**config.mk**
```make
export PLATFORM = sky130hd
export DESIGN_NAME = des_iter_ctrl
export DESIGN_NICKNAME = d
export VERILOG_FILES = /design/src/rtl/des_iter_ctrl_pkg.sv /design/src/rtl/des_key_sched.sv /design/src/rtl/des_iter_ctrl.sv
export SDC_FILE = /design/constraint.sdc
export NUM_CORES = 1
export LEC_CHECK = 0
export CORE_ASPECT_RATIO = 1.25
export CORE_MARGIN = 5
export CORE_UTILIZATION = 28
export DETAILED_ROUTE_END_ITERATION = 6
export GPL_ROUTABILITY_DRIVEN = 0
export GPL_TIMING_DRIVEN = 0
export SYNTH_ARGS = -nofsm -noshare
export SYNTH_HDL_FRONTEND = slang
export SYNTH_HIERARCHICAL = 1
export SYNTH_SLANG_ARGS = --single-unit
```
**constraint.sdc**
```tcl
create_clock -name clk -period 6.1 [get_ports clk]
set_input_delay 1.22 -clock clk [delete_from_list [all_inputs] [get_ports clk]]
set_output_delay 1.22 -clock clk [all_outputs]
set_load 0.03 [all_outputs]
```
**src/rtl/des_iter_ctrl_pkg.sv**
```systemverilog
// DES tables, FSM state encoding and the combinational round function shared by
// the iterative DES controller and its key schedule.
package des_iter_ctrl_pkg;

    typedef enum logic [1:0] {
        ST_IDLE  = 2'd0,
        ST_ROUND = 2'd1,
        ST_DONE  = 2'd2
    } state_t;

    localparam logic [6:0] IP_TAB [1:64] = '{
        7'd58, 7'd50, 7'd42, 7'd34, 7'd26, 7'd18, 7'd10, 7'd2,
        7'd60, 7'd52, 7'd44, 7'd36, 7'd28, 7'd20, 7'd12, 7'd4,
        7'd62, 7'd54, 7'd46, 7'd38, 7'd30, 7'd22, 7'd14, 7'd6,
        7'd64, 7'd56, 7'd48, 7'd40, 7'd32, 7'd24, 7'd16, 7'd8,
        7'd57, 7'd49, 7'd41, 7'd33, 7'd25, 7'd17, 7'd9,  7'd1,
        7'd59, 7'd51, 7'd43, 7'd35, 7'd27, 7'd19, 7'd11, 7'd3,
        7'd61, 7'd53, 7'd45, 7'd37, 7'd29, 7'd21, 7'd13, 7'd5,
        7'd63, 7'd55, 7'd47, 7'd39, 7'd31, 7'd23, 7'd15, 7'd7};

    localparam logic [6:0] FP_TAB [1:64] = '{
        7'd40, 7'd8, 7'd48, 7'd16, 7'd56, 7'd24, 7'd64, 7'd32,
        7'd39, 7'd7, 7'd47, 7'd15, 7'd55, 7'd23, 7'd63, 7'd31,
        7'd38, 7'd6, 7'd46, 7'd14, 7'd54, 7'd22, 7'd62, 7'd30,
        7'd37, 7'd5, 7'd45, 7'd13, 7'd53, 7'd21, 7'd61, 7'd29,
        7'd36, 7'd4, 7'd44, 7'd12, 7'd52, 7'd20, 7'd60, 7'd28,
        7'd35, 7'd3, 7'd43, 7'd11, 7'd51, 7'd19, 7'd59, 7'd27,
        7'd34, 7'd2, 7'd42, 7'd10, 7'd50, 7'd18, 7'd58, 7'd26,
        7'd33, 7'd1, 7'd41, 7'd9,  7'd49, 7'd17, 7'd57, 7'd25};

    // Parity bits (8, 16, ..., 64) never appear here, so they drop out of the key.
    localparam logic [6:0] PC1_TAB [1:56] = '{
        7'd57, 7'd49, 7'd41, 7'd33, 7'd25, 7'd17, 7'd9,
        7'd1,  7'd58, 7'd50, 7'd42, 7'd34, 7'd26, 7'd18,
        7'd10, 7'd2,  7'd59, 7'd51, 7'd43, 7'd35, 7'd27,
        7'd19, 7'd11, 7'd3,  7'd60, 7'd52, 7'd44, 7'd36,
        7'd63, 7'd55, 7'd47, 7'd39, 7'd31, 7'd23, 7'd15,
        7'd7,  7'd62, 7'd54, 7'd46, 7'd38, 7'd30, 7'd22,
        7'd14, 7'd6,  7'd61, 7'd53, 7'd45, 7'd37, 7'd29,
        7'd21, 7'd13, 7'd5,  7'd28, 7'd20, 7'd12, 7'd4};

    localparam logic [5:0] PC2_TAB [1:48] = '{
        6'd14, 6'd17, 6'd11, 6'd24, 6'd1,  6'd5,
        6'd3,  6'd28, 6'd15, 6'd6,  6'd21, 6'd10,
        6'd23, 6'd19, 6'd12, 6'd4,  6'd26, 6'd8,
        6'd16, 6'd7,  6'd27, 6'd20, 6'd13, 6'd2,
        6'd41, 6'd52, 6'd31, 6'd37, 6'd47, 6'd55,
        6'd30, 6'd40, 6'd51, 6'd45, 6'd33, 6'd48,
        6'd44, 6'd49, 6'd39, 6'd56, 6'd34, 6'd53,
        6'd46, 6'd42, 6'd50, 6'd36, 6'd29, 6'd32};

    localparam logic [5:0] E_TAB [1:48] = '{
        6'd32, 6'd1,  6'd2,  6'd3,  6'd4,  6'd5,
        6'd4,  6'd5,  6'd6,  6'd7,  6'd8,  6'd9,
        6'd8,  6'd9,  6'd10, 6'd11, 6'd12, 6'd13,
        6'd12, 6'd13, 6'd14, 6'd15, 6'd16, 6'd17,
        6'd16, 6'd17, 6'd18, 6'd19, 6'd20, 6'd21,
        6'd20, 6'd21, 6'd22, 6'd23, 6'd24, 6'd25,
        6'd24, 6'd25, 6'd26, 6'd27, 6'd28, 6'd29,
        6'd28, 6'd29, 6'd30, 6'd31, 6'd32, 6'd1};

    localparam logic [5:0] P_TAB [1:32] = '{
        6'd16, 6'd7,  6'd20, 6'd21, 6'd29, 6'd12, 6'd28, 6'd17,
        6'd1,  6'd15, 6'd23, 6'd26, 6'd5,  6'd18, 6'd31, 6'd10,
        6'd2,  6'd8,  6'd24, 6'd14, 6'd32, 6'd27, 6'd3,  6'd9,
        6'd19, 6'd13, 6'd30, 6'd6,  6'd22, 6'd11, 6'd4,  6'd25};

    // One entry per S-box row (box*4 + row); column 0 is the most significant nibble.
    localparam logic [63:0] SBOX [0:31] = '{
        64'hE4D12FB83A6C5907, 64'h0F74E2D1A6CB9538, 64'h41E8D62BFC973A50, 64'hFC8249175B3EA06D,
        64'hF18E6B34972DC05A, 64'h3D47F28EC01A69B5, 64'h0E7BA4D158C6932F, 64'hD8A13F42B67C05E9,
        64'hA09E63F51DC7B428, 64'hD709346A285ECBF1, 64'hD6498F30B12C5AE7, 64'h1AD069874FE3B52C,
        64'h7DE3069A1285BC4F, 64'hD8B56F03472C1AE9, 64'hA690CB7DF13E5284, 64'h3F06A1D8945BC72E,
        64'h2C417AB6853FD0E9, 64'hEB2C47D150FA3986, 64'h421BAD78F9C5630E, 64'hB8C71E2D6F09A453,
        64'hC1AF92680D34E75B, 64'hAF427C9561DE0B38, 64'h9EF528C3704A1DB6, 64'h432C95FABE17608D,
        64'h4B2EF08D3C975A61, 64'hD0B7491AE35C2F86, 64'h14BDC37EAF680592, 64'h6BD814A7950FE23C,
        64'hD2846FB1A93E50C7, 64'h1FD8A374C56B0E92, 64'h7B419CE206ADF358, 64'h21E74A8DFC90356B};

    // Bit i set means round i rotates by two positions, otherwise by one.
    localparam logic [1:16] SHIFT_TWO = 16'b0011_1111_0111_1110;

    function automatic logic [1:64] ip_perm(input logic [1:64] x);
        logic [1:64] y;
        y = 64'd0;
        for (int i = 1; i <= 64; i++) y[7'(i)] = x[IP_TAB[7'(i)]];
        return y;
    endfunction

    function automatic logic [1:64] fp_perm(input logic [1:64] x);
        logic [1:64] y;
        y = 64'd0;
        for (int i = 1; i <= 64; i++) y[7'(i)] = x[FP_TAB[7'(i)]];
        return y;
    endfunction

    function automatic logic [1:56] pc1_perm(input logic [1:64] x);
        logic [1:56] y;
        y = 56'd0;
        for (int i = 1; i <= 56; i++) y[6'(i)] = x[PC1_TAB[6'(i)]];
        return y;
    endfunction

    function automatic logic [1:48] pc2_perm(input logic [1:56] x);
        logic [1:48] y;
        y = 48'd0;
        for (int i = 1; i <= 48; i++) y[6'(i)] = x[PC2_TAB[6'(i)]];
        return y;
    endfunction

    // Feistel round function: expansion, key mix, S1-S8 substitution, P permutation.
    function automatic logic [1:32] des_f(input logic [1:32] r, input logic [1:48] k);
        logic [1:48] e;
        logic [1:32] s;
        logic [1:32] p;
        logic [5:0]  six;
        logic [1:0]  row;
        logic [3:0]  col;
        logic [63:0] line;
        e = 48'd0;
        s = 32'd0;
        p = 32'd0;
        for (int i = 1; i <= 48; i++) e[6'(i)] = r[E_TAB[6'(i)]];
        e = e ^ k;
        for (int b = 0; b < 8; b++) begin
            six  = e[6'(6 * b + 1) +: 6];
            row  = {six[5], six[0]};
            col  = six[4:1];
            line = SBOX[5'(4 * b) + {3'd0, row}];
            s[6'(4 * b + 1) +: 4] = 4'(line >> {4'd15 - col, 2'b00});
        end
        for (int i = 1; i <= 32; i++) p[6'(i)] = s[P_TAB[6'(i)]];
        return p;
    endfunction

endpackage

```
**src/rtl/des_key_sched.sv**
```systemverilog
// DES key schedule: C/D registers loaded through PC1, rotated per round in the
// direction set by mode, and compressed through PC2 into the round key.
module des_key_sched
    import des_iter_ctrl_pkg::*;
(
    input  logic        clk,
    input  logic        rst_n,
    input  logic        load,
    input  logic        step,
    input  logic        mode,
    input  logic [3:0]  cnt,
    input  logic [1:64] key,
    output logic [1:48] k
);

    logic [1:28] c_r;
    logic [1:28] d_r;
    logic [1:28] c_rot_s;
    logic [1:28] d_rot_s;
    logic [1:0]  amt_s;

    // Decrypt walks the schedule backwards and starts unrotated, since a full turn equals K16's position.
    always_comb begin
        amt_s = 2'd0;
        if (mode == 1'b0) begin
            amt_s = SHIFT_TWO[5'({1'b0, cnt}) + 5'd1] ? 2'd2 : 2'd1;
        end else if (cnt == 4'd0) begin
            amt_s = 2'd0;
        end else begin
            amt_s = SHIFT_TWO[5'd17 - 5'({1'b0, cnt})] ? 2'd2 : 2'd1;
        end
    end

    // Rotate C and D independently, modulo 28.
    always_comb begin
        c_rot_s = c_r;
        d_rot_s = d_r;
        case ({mode, amt_s})
            3'b001: begin
                c_rot_s = {c_r[2:28], c_r[1]};
                d_rot_s = {d_r[2:28], d_r[1]};
            end
            3'b010: begin
                c_rot_s = {c_r[3:28], c_r[1:2]};
                d_rot_s = {d_r[3:28], d_r[1:2]};
            end
            3'b101: begin
                c_rot_s = {c_r[28], c_r[1:27]};
                d_rot_s = {d_r[28], d_r[1:27]};
            end
            3'b110: begin
                c_rot_s = {c_r[27:28], c_r[1:26]};
                d_rot_s = {d_r[27:28], d_r[1:26]};
            end
            default: begin
                c_rot_s = c_r;
                d_rot_s = d_r;
            end
        endcase
    end

    assign k = pc2_perm({c_rot_s, d_rot_s});

    // C/D state: PC1 load on accept, rotated value written back each round.
    always_ff @(posedge clk or negedge rst_n) begin
        if (!rst_n) begin
            c_r <= 28'd0;
            d_r <= 28'd0;
        end else if (load) begin
            {c_r, d_r} <= pc1_perm(key);
        end else if (step) begin
            c_r <= c_rot_s;
            d_r <= d_rot_s;
        end
    end

endmodule

```
**src/rtl/des_iter_ctrl.sv**
```systemverilog
// Iterative DES controller: one round per clock through a single round function,
// with request/result handshakes and a result register held until consumed.
module des_iter_ctrl
    import des_iter_ctrl_pkg::*;
(
    input  logic        clk,
    input  logic        rst_n,
    input  logic        in_valid,
    output logic        in_ready,
    input  logic        in_decrypt,
    input  logic [1:64] in_block,
    input  logic [1:64] in_key,
    output logic        out_valid,
    input  logic        out_ready,
    output logic [1:64] out_block,
    output logic        busy
);

    state_t      state_r;
    state_t      state_nxt_s;
    logic [3:0]  cnt_r;
    logic        mode_r;
    logic [1:32] l_r;
    logic [1:32] r_r;
    logic [1:32] r_nxt_s;
    logic [1:64] out_block_r;
    logic [1:48] k_s;
    logic        load_s;
    logic        step_s;
    logic        last_s;

    des_key_sched u_key_sched (
        .clk   (clk),
        .rst_n (rst_n),
        .load  (load_s),
        .step  (step_s),
        .mode  (mode_r),
        .cnt   (cnt_r),
        .key   (in_key),
        .k     (k_s)
    );

    assign last_s  = (cnt_r == 4'd15);
    assign r_nxt_s = l_r ^ des_f(r_r, k_s);

    // FSM state register.
    always_ff @(posedge clk or negedge rst_n) begin
        if (!rst_n) begin
            state_r <= ST_IDLE;
        end else begin
            state_r <= state_nxt_s;
        end
    end

    // FSM next-state logic.
    always_comb begin
        state_nxt_s = state_r;
        case (state_r)
            ST_IDLE:  if (in_valid)  state_nxt_s = ST_ROUND; else state_nxt_s = ST_IDLE;
            ST_ROUND: if (last_s)    state_nxt_s = ST_DONE;  else state_nxt_s = ST_ROUND;
            ST_DONE:  if (out_ready) state_nxt_s = ST_IDLE;  else state_nxt_s = ST_DONE;
            default:  state_nxt_s = ST_IDLE;
        endcase
    end

    // FSM output decode; handshake outputs depend on the state register only.
    always_comb begin
        in_ready  = 1'b0;
        out_valid = 1'b0;
        busy      = 1'b0;
        load_s    = 1'b0;
        step_s    = 1'b0;
        case (state_r)
            ST_IDLE: begin
                in_ready = 1'b1;
                load_s   = in_valid;
            end
            ST_ROUND: begin
                busy   = 1'b1;
                step_s = 1'b1;
            end
            ST_DONE: begin
                busy      = 1'b1;
                out_valid = 1'b1;
            end
            default: begin
                in_ready = 1'b0;
            end
        endcase
    end

    // Datapath: IP load on accept, Feistel update per round, FP of swapped halves at the last round.
    always_ff @(posedge clk or negedge rst_n) begin
        if (!rst_n) begin
            l_r         <= 32'd0;
            r_r         <= 32'd0;
            cnt_r       <= 4'd0;
            mode_r      <= 1'b0;
            out_block_r <= 64'd0;
        end else if (load_s) begin
            {l_r, r_r} <= ip_perm(in_block);
            mode_r     <= in_decrypt;
            cnt_r      <= 4'd0;
        end else if (step_s) begin
            l_r <= r_r;
            r_r <= r_nxt_s;
            if (last_s) begin
                out_block_r <= fp_perm({r_nxt_s, r_r});
            end else begin
                cnt_r <= cnt_r + 4'd1;
            end
        end
    end

    assign out_block = out_block_r;

endmodule

```
## Yosys cells after proc, flatten, opt, wreduce, memory -nomap -nowiden

Memories as Yosys holds them, arrays and structs flattened.
Index checks and enable logic that the tools add are counted.
Widths: inputs -> output; s select.

| storage, ports and cells | value |
|---|---|
| bits in registers | 190 |
| bits in latches | 0 |
| memory bits (writable) | 0 |
| ROM bits | 12,352 |
| input port bits | 133 |
| output and inout bits | 67 |
| logic and storage cells | 115 |
| memories kept | 8 |

Memory list:

| name | depth | width | rd ports | clocked after Yosys merged registers in | write ports | line | source |
|---|---|---|---|---|---|---|---|
| (no name shown) | 32 | 64 | 1 | 0 | 0 | des_iter_ctrl_pkg.sv:128 | `line = SBOX[5'(4 * b) + {3'd0, row}];` |
| (no name shown) | 32 | 64 | 1 | 0 | 0 | des_iter_ctrl_pkg.sv:128 |  |
| (no name shown) | 32 | 64 | 1 | 0 | 0 | des_iter_ctrl_pkg.sv:128 |  |
| (no name shown) | 32 | 64 | 1 | 0 | 0 | des_iter_ctrl_pkg.sv:128 |  |
| (no name shown) | 32 | 64 | 1 | 0 | 0 | des_iter_ctrl_pkg.sv:128 |  |
| (no name shown) | 32 | 64 | 1 | 0 | 0 | des_iter_ctrl_pkg.sv:128 |  |
| +2 memories | - | - | - | - | - | - |  |

| operators by class | value |
|---|---|
| add/subtract/negate cells | 14 |
| multipliers | 0 |
| divide/modulo/power cells | 0 |
| $lt $le $gt $ge | 8 |
| eq/ne operators | 8 |
| shifts and indexed selects | 6 |
| muxes and demuxes | 42 |
| bitwise operators | 11 |
| reduce and logical (&&, ||, !) cells | 8 |

Operator list:

| operator | number |
|---|---|
| $mux 64 | 12 |
| $shr 64x6->4 | 6 |
| $pmux 28 s4 | 2 |
| $mux 32 | 4 |
| $mux 28 | 4 |
| $ge 6x6->1 const B | 8 |
| $xor 48x48->48 | 1 |
| $not 5->6 | 6 |
| $xor 32x32->32 | 1 |
| $sub 4x4->4 const A | 6 |
| $mux 2 | 6 |
| $mux 4 | 3 |
| $add 4x2->5 const A | 2 |
| $add 5x2->5 const A | 2 |
| $mux 1 | 10 |
| $eq 3x3->1 const B | 2 |
| $not 2->6 | 1 |
| $not 4->6 | 1 |
| $pmux 2 s3 | 1 |
| $add 4x1->5 const B | 1 |
| $reduce_bool 5->1 | 1 |
| $sub 5x4->5 const A | 1 |
| $add 3x2->4 const A | 1 |
| $add 4x1->4 const B | 1 |
| other kinds (13) | 14 |

## Longest topological paths before layout

Gate-level depths: netlist of the first run.

| logic depth | value |
|---|---|
| depth after elaboration | 20 |
| depth in mapped cells | 20 |
| depth with buffers taken out | 17 |

## By module

Netlist of the first run, hierarchy kept.

By module, submodules not included:

| module | instances | cells an instance | area each (um2) | seq. area each (um2) |
|---|---|---|---|---|
| des_iter_ctrl | 1 | 1,054 | 9,690.5 | 3,002.9 |
| des_key_sched | 1 | 592 | 4,805.9 | 1,401.3 |

## Worst setup path after synthesis of the first run

No wires, ideal clock.

| timing | value |
|---|---|
| path type | register to register |
| start | reg cnt_r[2] |
| end | reg out_block_r, in the netlist out_block[16] |
| arrival time | 4.386 ns |
| data required time | 5.972 ns |
| path slack | 1.587 ns |
| cell stages (with the launch flop) | 17 |
| buffers on the path | 2 |
| clock period less this slack | 4.513 ns |
| cells stage by stage | dfrtp_1 > buf_6 > inv_1 > ha_1 > o22a_1 > o22ai_4 > buf_4 > mux2i_1 > nand3_1 > nor2_1 > xor2_2 > inv_1 > ha_1 > mux4_2 > mux4_2 > xnor2_1 > mux2_1 |

| on the way | value |
|---|---|
| word-level cells in the longest chain between the ends | 17 |
| elaborated cells between the ends (all ways) | 30 |
| those cells by class | add/sub (3); eq/ne (5); shift (1); mux (11); bitwise (5); reduce/logical (2); memory (3) |

Ends and longest elaborated chain:

| what | line | source |
|---|---|---|
| from (decl) | des_iter_ctrl.sv:21 | `logic [3:0] cnt_r;` |
| from (signal assigned) | des_iter_ctrl.sv:110 | `cnt_r <= cnt_r + 4'd1;` |
| $sub 5x4->5 | des_key_sched.sv:30 | `amt_s = SHIFT_TWO[5'd17 - 5'({1'b0, cnt})] ? 2'd2 : 2'd1;` |
| $not 5->6 (implied by the code) | des_key_sched.sv:30 |  |
| $mem_v2 32x1 | - |  |
| $mux 1 (implied by the code) (2 in a row) | des_key_sched.sv:30 |  |
| $mux 2 | des_key_sched.sv:30 |  |
| $mux 2 | des_key_sched.sv:27 | `end else if (cnt == 4'd0) begin` |
| $mux 2 * | des_key_sched.sv:25 | `if (mode == 1'b0) begin` |
| $eq 3x3->1, or another cell as far along | des_key_sched.sv:38 | `case ({mode, amt_s})` |
| $pmux 28 s4 * | des_key_sched.sv:38 |  |
| net k_s (one bit) | des_iter_ctrl.sv:27 | `logic [1:48] k_s;` |
| $xor 48x48->48 * | des_iter_ctrl_pkg.sv:123 | `e = e ^ k;` |
| $not 2->6 (implied by the code) * | des_iter_ctrl_pkg.sv:128 |  |
| $mem_v2 32x64 * | - |  |
| $mux 64 (implied by the code) * (2 in a row) | des_iter_ctrl_pkg.sv:128 |  |
| $shr 64x6->4 * | des_iter_ctrl_pkg.sv:129 | `s[6'(4 * b + 1) +: 4] = 4'(line >> {4'd15 - col, 2'b00});` |
| $xor 32x32->32 * | des_iter_ctrl.sv:44 | `assign r_nxt_s = l_r ^ des_f(r_r, k_s);` |
| to (signal assigned) | des_iter_ctrl.sv:108 | `out_block_r <= fp_perm({r_nxt_s, r_r});` |
| to (decl) | des_iter_ctrl.sv:26 | `logic [1:64] out_block_r;` |

Mark *: on every way through the listed nets, which the timed path passes. The rest lies on a longest branch. The select of a mux whose other input is x is not followed.
A chain may end at the register's enable or synchronous reset.

## Worst setup path after layout of the first run

Same ends and word-level chain as after synthesis.

==> results of run 1 <==
[state kept, by name (all words and copies together), names as in the netlist]
register         count
out_block           56
l_r                 25
mode_r               1
state_r              2
u_key_sched/d_r     28
r_r                 32
cnt_r                4
u_key_sched/c_r     28
[layout make-up]
type	count	share of cell area
clock buffers	19	0.02537
well taps	665	0.04767
plain buffers	149	0.04215
inverters	40	0.008745
multi-input cells	1280	0.5245
clock inverters	13	0.01140
repair buffers	151	0.08788
flip-flops and latches	176	0.2523
[worst max-delay path by stage]
stage | start | endpoint | slack [ns] | depth (start not counted)
3_5_place_dp | in_valid | u_key_sched/c_r[10]$_DFFE_PN0P_ | 0.55 | 11
6_report | cnt_r[2]$_DFFE_PN0P_ | out_block[16]$_DFFE_PN0P_ | 0.60 | 16
3_3_place_gp | rst_n | out_block[34]$_DFFE_PN0P_ | -4.00 | 1
4_1_cts | cnt_r[2]$_DFFE_PN0P_ | out_block[16]$_DFFE_PN0P_ | 0.62 | 16
2_1_floorplan | cnt_r[2]$_DFFE_PN0P_ | out_block[16]$_DFFE_PN0P_ | 1.59 | 16
5_1_grt | cnt_r[2]$_DFFE_PN0P_ | out_block[16]$_DFFE_PN0P_ | 0.36 | 16
[critical path, cell delays in order (launching register included)]
cell and delay (ns):
dfrtp_1 0.51, buf_6 0.19, inv_1 0.08, ha_1 0.34, o22a_1 0.26, o22ai_4 0.47
buf_4 0.32, mux2i_1 0.20, nand3_1 0.13, nor2_1 0.36, xor2_2 0.49, inv_1 0.14
ha_1 0.40, mux4_2 0.48, mux4_2 0.53, xnor2_1 0.17, mux2_1 0.29
[metal layers]
metal / track usage / wire, microns
met1: 0.2411 / 21820
met2: 0.3252 / 26920
met3: 0.03385 / 4382
met4: 0.06922 / 2123
met5: 0 / 0
[per-stage QoR]
stage                     TNS, ns  instances  utilization  area (sq um)
after floorplan                 0       1645            -         14450
after global placement    -697.72       2460       0.3278         16780
after detailed placement        0       2461       0.3284         16810
after CTS                       0       2493       0.3409         17460
after global routing            0       2493       0.3409         17460
final                           0       2493       0.3409         17460
[layout by cell type, fill, tap and decap left out, types with 11 or more instances in the layout]
master,count
xnor2_1,37
buf_4,21
o31ai_1,38
clkbuf_16,17
a21oi_1,97
mux4_2,23
and2_1,11
nor2_1,114
inv_1,33
a31oi_1,18
o2bb2ai_1,12
and3_1,50
mux2_2,37
ha_1,55
nand2_1,150
a21o_1,11
o22ai_1,12
a22oi_1,22
clkbuf_1,85
nor3b_1,18
o211ai_1,19
buf_2,30
o21ai_1,18
o21ai_0,95
dfrtp_1,176
nor3_1,28
nand3_1,50
clkdlybuf4s50_1,149
conb_1,13
a211oi_1,57
mux2i_1,73
xor2_1,38
a21boi_0,22
==> results.tsv, run 1 <==
metric	value	unit
CTS tree	done	
initial drt markers	1518	
Slew Limit Fails	0	
Syn Area/Cell	8.817	sq um
Tightest Pin Transition	1.155	ns
reg2reg start	cnt_r[2]$_DFFE_PN0P_	
row cnt	93	
largest net degree at the start of global routing	106	
GRT Residual Overflow	0	
r2r endpoint	out_block[16]$_DFFE_PN0P_	
final WL	55240	microns
Sequential cell area	4404	sq um
Setup Skew	0.01685	ns
dpl hpwl	41820	microns
hold depth	2	
TritonCTS Buffers	17	
Hold Crit Endpoint	out_block[4]$_DFFE_PN0P_	
startpoint types	flop	
Max Fanout on Critical Path	10	
RSZ-0062 raised after global routing	false	
clock transition at the registers of the reported paths	0.07	ns
die height	263.6	microns
core area	51200	sq um
FF-to-FF setup slack	0.60	ns
number of hold buffers added after cts	0	
Syn. warnings	6	
ANT cells	0	
multi-input logic area	9155	sq um
Worst EP arrival	5.83	ns
global-route wire length before repair	84510	microns
Total Routing Usage GR	0.1910	
CTS Buffer Depth	2	
Setup Buffers After CTS	0	
Hold WC Path Type	reg -> reg	
drt first pass iters	5	
Die W	212.9	microns
Ports	200	
Final period util	0.9019	
PortBufs	150	
Fillers	5299	
post-route ant nets	0	
vias in the first global route	13840	
fmax	181.8	MHz
Post-CTS Resized	0	
share of cells above drive strength 1	0.1078	
Post-Place Worst Slack	0.5520	ns
CP endpoint kind	flop	
crit path time final	5.502	ns
WHS	0.4854	ns
worst skew pair latency	0.47	ns
DRC	0	
Required @ worst endpoint	6.43	ns
Wirelength per Cell	22.16	microns
final setup fails	0	
setup ws final	0.5984	ns
Worst R2R Path Depth	16	
die area	56120	sq um
initial antenna violation count	0	
number of max-cap violations	0	
final hold violation count	0	
Cell Area, Synth	14410	sq um
# nets final	2003	
Starting Density	0.2814	
Syn Inst Count	1634	
Crit Path Category	reg -> reg	
max_slew headroom	0.2300	
Sink Count	176	
via count	14180	
Area Growth Syn to Fin	21.17	%
htree depth	4	
Avg Vias per Cell	5.686	
outcome	complete, no violations	
hold wc startpoint	out_block[4]$_DFFE_PN0P_	
clk root buf	clkbuf_16	
Power of run 1 is not shown: default switching activity piles up to over one toggle a cycle in this logic, so the estimate is an artifact.
==> run 2: changes to the inputs <==
- CORE_MARGIN: 5 -> 1
==> results.tsv, run 2 (same netlist as run 1, synthesis figures left out) <==
metric	value	unit
Largest register FFs	56	
outcome	complete, no violations	
Tightest Pin Transition	1.107	ns
reg2reg start	cnt_r[2]$_DFFE_PN0P_	
final setup fails	0	
GRT Residual Overflow	0	
number of max-cap violations	0	
Worst EP arrival	5.78	ns
TritonCTS Buffers	17	
dpl hpwl	40550	microns
Wirelength per Cell	21.81	microns
Max Fanout on Critical Path	10	
vias in the first global route	13710	
Hold WC Path Type	reg -> reg	
Sink Count	176	
Max stage delay cell, worst path	xor2_1	
routed wl met3	4541	microns
clk root buf	clkbuf_16	
via count	14230	
Ports	200	
row cnt	92	
FF-to-FF setup slack	0.65	ns
post-route ant nets	0	
most frequent cells in the layout	dfrtp_1 (176), nand2_1 (150), clkdlybuf4s50_1 (149)	
Crit Path Category	reg -> reg	
multi-input logic area	9155	sq um
Setup Buffers After CTS	0	
Slew Limit Fails	0	
Area Growth Syn to Fin	20.75	%
drt first pass iters	6	
fmax	183.4	MHz
die height	255.6	microns
hold depth	2	
worst skew pair latency	0.46	ns
met1 wire length	22110	microns
CTS tree	done	
ANT cells	0	
Setup Skew	0.02269	ns
Starting Density	0.2844	
startpoint types	flop	
initial drt markers	1541	
r2r endpoint	r_r[16]$_DFFE_PN0P_	
CP cell instances	buf_6 > inv_1 > ha_1 > o22a_1 > o22ai_4 > buf_6 > nand2_1 > o2bb2ai_1 > nor2_1 > xor2_1 > ha_1 > clkbuf_1 > nor2_1 > o31a_1 > a2111oi_0 > a31oi_1 > xor2_1 > o21ai_1	
Worst path max stage delay	0.63	ns
crit path time final	5.453	ns
fin util	0.3435	
largest net degree at the start of global routing	92	
hold wc startpoint	mode_r$_DFFE_PN0P_	
max_slew headroom	0.2619	
Fillers	5189	
final hold violation count	0	
Top Layer Used	met4	
htree depth	4	
CTS Buffer Depth	2	
WP buf/inv	4	
share of cells above drive strength 1	0.1083	
clock transition at the registers of the reported paths	0.08	ns
Total Routing Usage GR	0.2042	
die area	52370	sq um
Die W	204.9	microns
number of hold buffers added after cts	0	
commonest non-fill, non-tap cell in the layout	dfrtp_1	
Avg Vias per Cell	5.725	
RSZ-0062 raised after global routing	false	
DRC	0	
Final period util	0.8940	
Worst R2R Path Depth	18	
routed length on met2	25870	microns
initial antenna violation count	0	
PortBufs	150	
Sequential cell area	4404	sq um
CP endpoint kind	flop	
global-route wire length before repair	83190	microns
CP delay by family, top	compound AO/OA/AOI/OAI gates	
core area	50650	sq um
Hold Crit Endpoint	mode_r$_DFFE_PN0P_	
# nets final	2003	
CP Depth	18	
final WL	54220	microns
Post-CTS Resized	0	
Required @ worst endpoint	6.43	ns
-- run 2: changes by cell type in the layout (fill, tap and decap cells not counted) --
| cell | previous run | this run |
|---|---|---|
| clkbuf_1 | 85 | 84 |
| bufinv_16 | 4 | 0 |
| clkinv_4 | 1 | 0 |
| clkinvlp_4 | 1 | 2 |
| clkinv_8 | 0 | 4 |
| clkbuf_8 | 1 | 0 |
| inv_8 | 2 | 4 |
-- run 2: worst max path at each step --
stage,startpoint,endpoint
2_1_floorplan,cnt_r[2]$_DFFE_PN0P_,out_block[16]$_DFFE_PN0P_
3_3_place_gp,rst_n,out_block[63]$_DFFE_PN0P_
3_5_place_dp,in_valid,u_key_sched/c_r[8]$_DFFE_PN0P_
4_1_cts,cnt_r[2]$_DFFE_PN0P_,r_r[16]$_DFFE_PN0P_
5_1_grt,cnt_r[2]$_DFFE_PN0P_,r_r[16]$_DFFE_PN0P_
6_report,cnt_r[2]$_DFFE_PN0P_,r_r[16]$_DFFE_PN0P_
-- run 2: worst min-delay path: cells and delay by family (launching register included) --
family | cells | cell delay, ns
flip-flops | 1 | 0.35
AND/OR/NAND/NOR | 2 | 0.11
-- run 2: metrics by stage --
stage	hold WS (ns)	TNS (ns)	std cells	setup slack (ns)	cell area [sq um]
after CTS	0.4873	0	2486	0.7540	17400
final	0.4813	0	2486	0.6466	17400
after global routing	0.5238	0	2486	0.3583	17400
after global placement	0.4713	-701.27	2453	-4.019	16770
after floorplan	0.4403	0	1645	1.587	14450
after detailed placement	0.4629	0	2454	0.5518	16800
-- run 2: layout make-up --
class                           instances  area share
Clock buffer                           17     0.02446
Timing Repair Buffer                  151     0.08818
Buffer                                149     0.04229
Multi-Input combinational cell       1280      0.5263
Tap cell                              658     0.04733
Sequential cell                       176      0.2532
Clock inverter                         15    0.009494
Inverter                               40    0.008775
-- run 2: routing by layer --
layer  vias to the layer above  global-route usage
li1                       6380                   -
met1                      6952              0.2650
met2                       803              0.3413
met3                        97             0.03259
met4                         0             0.06811
met5                         -                   0
Power of run 2 is left out for the same reason.
==> run 3: changes to the inputs <==
- DONT_BUFFER_PORTS: default -> 1
==> results.tsv, run 3 (same netlist as run 1, synthesis figures left out) <==
metric	value	unit
outcome	complete, no violations	
commonest non-fill, non-tap cell in the layout	dfrtp_1	
multi-input logic area	9155	sq um
drt first pass iters	6	
Post-CTS Resized	0	
Setup Buffers After CTS	0	
most frequent cells in the layout	dfrtp_1 (176), nand2_1 (150), nor2_1 (114)	
number of hold buffers added after cts	0	
Tightest Pin Transition	1.066	ns
share of cells above drive strength 1	0.1169	
global-route wire length before repair	82070	microns
PortBufs	0	
TNS Setup	0	ns
Area Growth Syn to Fin	10.07	%
Ports	200	
worst skew pair latency	0.47	ns
Total Routing Usage GR	0.2033	
initial antenna violation count	7	
fmax	180.9	MHz
Required @ worst endpoint	6.44	ns
row cnt	92	
Crit Path Category	reg -> reg	
dpl hpwl	39990	microns
post-route ant nets	0	
Worst EP arrival	5.86	ns
via count	13670	
Fillers	5272	
number of max-cap violations	0	
htree depth	4	
Final period util	0.9060	
Avg Vias per Cell	5.849	
die area	52370	sq um
final setup fails	0	
GRT Residual Overflow	0	
vias in the first global route	13280	
Hold WC Path Type	in -> async	
clk root buf	clkbuf_16	
TritonCTS Buffers	17	
# nets final	1852	
max_slew headroom	0.2892	
die height	255.6	microns
Die W	204.9	microns
Starting Density	0.2844	
Wirelength per Cell	23.13	microns
Sink Count	176	
Max Fanout on Critical Path	12	
Worst R2R Path Depth	16	
crit path time final	5.527	ns
initial drt markers	1741	
CTS Buffer Depth	2	
Slew Limit Fails	0	
CTS tree	done	
CP endpoint kind	flop	
core area	50650	sq um
largest net degree at the start of global routing	177	
clock transition at the registers of the reported paths	0.08	ns
Largest register FFs	56	
final WL	54050	microns
DRC	0	
RSZ-0062 raised after global routing	false	
Sequential cell area	4404	sq um
final hold violation count	0	
startpoint types	flop	
Setup Skew	0.01702	ns
-- run 3: cell count changes in the layout (fill, tap and decap cells not counted), sizes merged --
cell,previous run,this run
clkdlybuf4s50,149,0
buf,67,65
clkinv,7,5
diode,0,2
bufinv,0,1
clkbuf,101,102
clkinvlp,2,1
inv,46,47
-- run 3: worst paths after layout --
kind,slack [ns],startpoint,to
min in group clk,0.49,mode_r$_DFFE_PN0P_,mode_r$_DFFE_PN0P_
max reg2reg,0.57,cnt_r[2]$_DFFE_PN0P_,out_block[16]$_DFFE_PN0P_
min,0.45,rst_n,out_block[19]$_DFFE_PN0P_
min reg2reg,0.49,mode_r$_DFFE_PN0P_,mode_r$_DFFE_PN0P_
max,0.57,cnt_r[2]$_DFFE_PN0P_,out_block[16]$_DFFE_PN0P_
max in group asynchronous,5.10,rst_n,out_block[7]$_DFFE_PN0P_
-- run 3: metal layers --
metal  track usage  vias to the layer above  routed length (microns)
li1              -                     6066                        -
met1        0.2466                     6735                    20970
met2        0.3437                      739                    26210
met3       0.05169                      117                     5021
met4       0.07284                       12                     1771
met5             0                        -                       78
-- run 3: worst max-delay path: stages, from the launching register on --
cell,delay (ns)
dfrtp_1,0.55
buf_6,0.19
inv_1,0.08
ha_1,0.34
o22a_1,0.26
o22ai_4,0.47
buf_4,0.32
mux2i_1,0.20
nand3_1,0.12
nor2_1,0.35
xor2_2,0.54
inv_2,0.23
ha_1,0.29
mux4_2,0.46
mux4_2,0.51
xnor2_1,0.17
mux2_1,0.29
-- run 3: layout make-up --
cell class,instances,area share
clock inverter,14,0.008995
multi-input combinational,1280,0.5773
tap,658,0.05192
clock buffer,18,0.02769
sequential,176,0.2777
antenna,2,0.0003156
inverter,40,0.009626
buffer,149,0.04639
-- run 3: metrics by stage --
step	std cells	setup slack [ns]	util	hold slack, ns	cell area [sq um]
6_report	2337	0.5732	0.3131	0.4543	15860
5_1_grt	2336	0.3830	0.3130	0.4244	15860
4_1_cts	2335	0.6341	0.3130	0.4392	15850
3_5_place_dp	2303	0.6731	0.3015	0.4640	15270
3_3_place_gp	2303	0.8038	0.3015	0.4856	15270
2_1_floorplan	1645	1.587	-	0.4403	14450
Power of run 3 is left out for the same reason.
